[src/rtl/kronos_arb_pkg.sv]
// ---------------------------------------------------------------------------
// kronos_arb_pkg
// Shared types and constants for the Kronos memory arbiter.
//   arb_state_e : arbiter FSM state (IDLE, INSTR, DATA)
//   FETCH_MASK  : byte-enable mask driven onto the bus for instruction fetches
// ---------------------------------------------------------------------------
package kronos_arb_pkg;

  typedef enum logic [1:0] {
    IDLE  = 2'd0,
    INSTR = 2'd1,
    DATA  = 2'd2
  } arb_state_e;

  localparam logic [3:0] FETCH_MASK = 4'hF;

endpackage

[src/rtl/kronos_mem_arbiter.sv]
// ---------------------------------------------------------------------------
// kronos_mem_arbiter
// Shares one single-ported memory bus between the core's instruction fetch
// port and its load/store port. The winning request is registered onto the
// mem_* bus and held until mem_ack; the ack and read data are routed back to
// the owner. Data accesses win, but after DATA_BURST_MAX consecutive data
// grants with a fetch pending, the fetch is forced through.
//
// Ports:
//   clk, rstz              clock, asynchronous active-low reset
//   instr_addr/req         fetch request in;   instr_data/ack out
//   data_addr/wr_data/mask/wr_en/req  load/store request in
//   data_rd_data/ack       load/store response out
//   mem_addr/wr_data/mask/wr_en/req   registered shared-bus request out
//   mem_rd_data/ack        shared-bus response in (ack is a 1-cycle pulse)
// ---------------------------------------------------------------------------
module kronos_mem_arbiter
  import kronos_arb_pkg::*;
#(
  parameter int DATA_BURST_MAX = 4
) (
  input  logic        clk,
  input  logic        rstz,

  input  logic [31:0] instr_addr,
  output logic [31:0] instr_data,
  input  logic        instr_req,
  output logic        instr_ack,

  input  logic [31:0] data_addr,
  output logic [31:0] data_rd_data,
  input  logic [31:0] data_wr_data,
  input  logic [3:0]  data_mask,
  input  logic        data_wr_en,
  input  logic        data_req,
  output logic        data_ack,

  output logic [31:0] mem_addr,
  output logic [31:0] mem_wr_data,
  output logic [3:0]  mem_mask,
  output logic        mem_wr_en,
  output logic        mem_req,
  input  logic [31:0] mem_rd_data,
  input  logic        mem_ack
);

  localparam int CNT_W = $clog2(DATA_BURST_MAX + 1);
  localparam logic [CNT_W-1:0] BURST_MAX_C = CNT_W'(DATA_BURST_MAX);

  arb_state_e       state_q,     state_d;
  logic [CNT_W-1:0] burst_cnt_q, burst_cnt_d;
  logic [31:0]      addr_q,      addr_d;
  logic [31:0]      wr_data_q,   wr_data_d;
  logic [3:0]       mask_q,      mask_d;
  logic             wr_en_q,     wr_en_d;
  logic             req_q,       req_d;

  // Data wins unless a fetch is waiting and the data burst budget is spent.
  logic grant_data;
  assign grant_data = data_req && (!instr_req || (burst_cnt_q < BURST_MAX_C));

  always_ff @(posedge clk or negedge rstz) begin
    if (!rstz) begin
      state_q     <= IDLE;
      burst_cnt_q <= '0;
      addr_q      <= '0;
      wr_data_q   <= '0;
      mask_q      <= '0;
      wr_en_q     <= 1'b0;
      req_q       <= 1'b0;
    end else begin
      state_q     <= state_d;
      burst_cnt_q <= burst_cnt_d;
      addr_q      <= addr_d;
      wr_data_q   <= wr_data_d;
      mask_q      <= mask_d;
      wr_en_q     <= wr_en_d;
      req_q       <= req_d;
    end
  end

  always_comb begin
    state_d     = state_q;
    burst_cnt_d = burst_cnt_q;
    addr_d      = addr_q;
    wr_data_d   = wr_data_q;
    mask_d      = mask_q;
    wr_en_d     = wr_en_q;
    req_d       = req_q;

    unique case (state_q)
      IDLE: begin
        if (grant_data) begin
          state_d   = DATA;
          addr_d    = data_addr;
          wr_data_d = data_wr_data;
          mask_d    = data_mask;
          wr_en_d   = data_wr_en;
          req_d     = 1'b1;
          // Only consecutive data grants that actually held off a fetch count.
          if (instr_req) begin
            if (burst_cnt_q < BURST_MAX_C) begin
              burst_cnt_d = burst_cnt_q + CNT_W'(1);
            end
          end else begin
            burst_cnt_d = '0;
          end
        end else if (instr_req) begin
          state_d     = INSTR;
          addr_d      = instr_addr;
          wr_data_d   = '0;
          mask_d      = FETCH_MASK;
          wr_en_d     = 1'b0;
          req_d       = 1'b1;
          burst_cnt_d = '0;
        end
      end
      INSTR, DATA: begin
        // Request is not re-sampled here: a latched access always completes.
        if (mem_ack) begin
          state_d = IDLE;
          req_d   = 1'b0;
          wr_en_d = 1'b0;
        end
      end
      default: begin
        state_d = IDLE;
        req_d   = 1'b0;
        wr_en_d = 1'b0;
      end
    endcase
  end

  // An ack arriving in IDLE matches neither owner and is dropped.
  assign instr_ack    = mem_ack && (state_q == INSTR);
  assign data_ack     = mem_ack && (state_q == DATA);
  assign instr_data   = mem_rd_data;
  assign data_rd_data = mem_rd_data;

  assign mem_addr     = addr_q;
  assign mem_wr_data  = wr_data_q;
  assign mem_mask     = mask_q;
  assign mem_wr_en    = wr_en_q;
  assign mem_req      = req_q;

endmodule

[config.mk]
export PLATFORM = sky130hd
export DESIGN_NAME = kronos_mem_arbiter
export DESIGN_NICKNAME = d
export VERILOG_FILES = /design/src/rtl/kronos_arb_pkg.sv /design/src/rtl/kronos_mem_arbiter.sv
export SDC_FILE = /design/constraint.sdc
export NUM_CORES = 1
export LEC_CHECK = 0
export CORE_ASPECT_RATIO = 0.7
export CORE_MARGIN = 2
export CORE_UTILIZATION = 34
export CTS_CLUSTER_SIZE = 14
export DETAILED_ROUTE_END_ITERATION = 16
export GPL_TIMING_DRIVEN = 0
export HOLD_SLACK_MARGIN = 0.08
export PLACE_DENSITY = 0.83
export SLEW_MARGIN = 40
export SYNTH_ARGS = -nofsm -noshare
export SYNTH_HDL_FRONTEND = slang
export SYNTH_SLANG_ARGS = --single-unit
[constraint.sdc]
create_clock -name clk -period 1.6 [get_ports clk]
set_input_delay 0.16 -clock clk [delete_from_list [all_inputs] [get_ports clk]]
set_output_delay 0.16 -clock clk [all_outputs]
set_load 0.03 [all_outputs]
==> metrics.csv <==
stage;metric;value;unit
detailed_routing;dr.pass1.iters;4;
final_layout;insertedDiodeCount;0;
logic_synthesis;syn-num-nets;497;
critical_path;cpPeakStageDelay;0.69;ns
critical_path;criticalPathCategory;reg -> out;
cts;cts.htree.levels;3;
cts;path_clk_slew;0.06;ns
critical_path;start_kind;flip-flop;
final_layout;final_layout_size_suffix_gt1_share;18.40;%
sta;finalMaxSlewViolations;0;
critical_path;crit_chain;clkdlybuf4s50_1;
sta;clock.fmax;640.4;MHz
power;power.total;11980;µW
power;pwr-share-clk;17.9;%
logic_synthesis;synth.area.top_cells;dfrtp_1 (52%), buf_4 (15%), a21oi_1 (9.1%);
outcome;status;finished clean;
logic_synthesis;ys_seq_area_share;51.96;%
critical_path;cp_num_buf_inv;1;
sta;timing.final.crit_share;97.59;%
power;p_int;7047;µW
floorplanning;initial_core_util;34.88;%
detailed_routing;postRouteAntennaNets;0;
power;swShare;41.18;%
placement;dp_hpwl;9014;µm
sta;setup_viol;0;
power;ir_drop;1.159;mV
detailed_routing;remaining_drc_errors;0;
critical_path;critPathRequiredTime;1.44;ns
final_layout;mostFrequentLayoutCells;clkdlybuf4s50_1 (236), dfrtp_1 (75), buf_4 (71), a21oi_1 (66);
detailed_routing;wl_per_cell;15.63;µm
detailed_routing;drtIter0Drc;126;
logic_synthesis;yosysWarnings;0;
logic_synthesis;syn_area_per_cell;10.18;µm²
placement;place_ws;-0.1890;ns
logic_synthesis;synth_top_area_share;51.96;%
power;power.leakage;0.002899;µW
sta;timing.setup.tns;0;ns
final_layout;n_fill_cell;847;
min_path;hp-class;in -> reg;
floorplanning;die-area;11480;µm²
global_route;grt_pass1_vias;3665;
final_layout;mostFrequentLayoutCell;clkdlybuf4s50_1;
critical_path;cp_slowest_cell;clkdlybuf4s50_1;
global_route;grt_antenna_before_repair;0;
final_layout;area_growth;81.88;%
detailed_routing;drt-total-wl;11660;µm
sta;relSlewSlack;72.72;%
floorplanning;die_width;127.2;µm
critical_path;end_kind;primary output;
cts;cts-root-buf;clkbuf_16;
final_layout;fin_util;63.44;%
critical_path;critical_path.top_delay_family;buffers and inverters;
floorplanning;rows;31;
power;p_per_area;1823;nW/µm²
job;drv_cap;0;
final_layout;fin_nets;751;
sta;rsz0062_at_grt;false;
sta;period_minus_slack;1.561;ns
logic_synthesis;synth-seq-cells;75;
sta;fin_ws;0.03851;ns
floorplanning;die_h;90.24;µm
detailed_routing;routed_via_density;4.696;
cts;cts_tree;yes;
logic_synthesis;synthCells;355;
power;seqPwrFrac;27.3;%
floorplanning;io_pins;274;
cts;clockBufferDepth;2;
global_route;grt_max_degree;40;
logic_synthesis;yosysUniqueCellTypes;24;
sta;hold_slack;0.1435;ns
power;power_switching;4933;µW
cts;cts_sinks;75;
logic_synthesis;synth_area_leader_cell;dfrtp_1;
global_route;grt_pass1_wl;18690;µm
sta;hold_violations;0;
placement;gp_congestion;0.8377;
critical_path;critPathArrivalTime;1.40;ns
global_route;gr-usage-all-layers;20.46;%
critical_path;cp_max_fo;2;
logic_synthesis;syn_area;3612;µm²
sta;tightest_slew;0.4092;ns
cts;clk_latency;0.33;ns
detailed_routing;vias;3503;
sta;fin_skew;0.004681;ns
cts;cts-buffers-inserted;9;
placement;io_buffers;240;
power;p_comb_share;54.8;%
floorplanning;core_area;10360;µm²
global_route;grt-ovfl-total;0;
==> state kept, by name, indices dropped and copies added, names as in the netlist <==
register,cells
mem_addr,32
state_q,2
mem_wr_data,32
mem_req,1
burst_cnt_q,3
mem_wr_en,1
mem_mask,4
==> path summary, 6_finish.rpt <==
path / startpoint / endpoint / slack (ns) / cells after the start
max in group asynchronous: rstz / mem_addr[26]$_DFFE_PN0P_ / 0.78 / 3
min in group asynchronous: rstz / mem_addr[10]$_DFFE_PN0P_ / 0.29 / 2
hold / removal: instr_req / burst_cnt_q[2]$_DFFE_PN0P_ / 0.14 / 3
setup / recovery: mem_addr[3]$_DFFE_PN0P_ / mem_addr[3] / 0.04 / 1
hold reg to reg: mem_wr_en$_DFFE_PN0P_ / mem_wr_en$_DFFE_PN0P_ / 0.49 / 1
setup reg to reg: state_q[0]$_DFFE_PN0P_ / mem_addr[5]$_DFFE_PN0P_ / 0.15 / 7
==> cell type report <==
type / instances / area, µm² / area share [%]
repair buffers: 243 / 2434 / 37.04
flip-flops and latches: 75 / 1877 / 28.57
multi-input cells: 189 / 1095 / 16.66
plain buffers: 87 / 665.6 / 10.13
clock buffers: 10 / 229.0 / 3.485
well taps: 132 / 165.2 / 2.514
clock inverters: 6 / 90.09 / 1.371
inverters: 4 / 15.01 / 0.2285
==> per-layer routing <==
layer	track usage (%)	wire length, µm	up-vias	share of wire [%]
li1	-	-	1656	-
met1	25.54	4944	1678	42
met2	34.45	5679	155	49
met3	6.726	877	14	7.5
met4	4.853	157	0	1.3
met5	0	0	-	0
==> Yosys cell counts <==
cell type / n
a21bo_2: 1
a21boi_2: 1
a21oi_1: 66
a22o_1: 34
a32o_1: 3
and2_1: 2
and3_1: 1
buf_2: 7
buf_4: 72
buf_6: 5
clkbuf_1: 3
dfrtp_1: 75
ha_1: 4
inv_1: 4
nand2_1: 34
nand2b_1: 1
nand3_1: 1
nand4_1: 1
nor2_1: 32
o21a_1: 1
o21ai_0: 1
o21ai_2: 1
o22a_1: 4
o31ai_1: 1
==> metrics by stage <==
step                      std cells  instance area, µm²
final                           746                6570
after global routing            746                6570
after CTS                       745                6540
after detailed placement        728                6201
after global placement          727                6180
after floorplan                 355                3612
==> timing repair <==
action,CTS,global route
endpoints found under the hold margin,46,0
hold buffers,1,0
gates cloned,0,0
resized for setup,9,14
endpoints found under the setup margin,36,49
setup buffers,0,1
==> power by group through the flow <==
stage | Combinational, µW | Clock, µW | Sequential, µW
finish | 6570 | 2140 | 3270
global route | 7010 | 2280 | 3380
CTS | 6530 | 2210 | 3260
detailed placement | 6480 | 0 | 3280
global placement | 6350 | 0 | 3240
floorplan | 2140 | 0 | 4850
==> cells by family (layout without fill, tap and decap cells) <==
family	Yosys count	in the layout	synth area share [%]
and+or+nand+nor	72	72	7.863
AOI/OAI and AO/OA	113	113	20.58
adders and majority gates	4	4	1.386
DFF	75	75	51.96
buffers and inverters	91	350	18.22
Note: power is estimated with default switching activity, not from simulation.
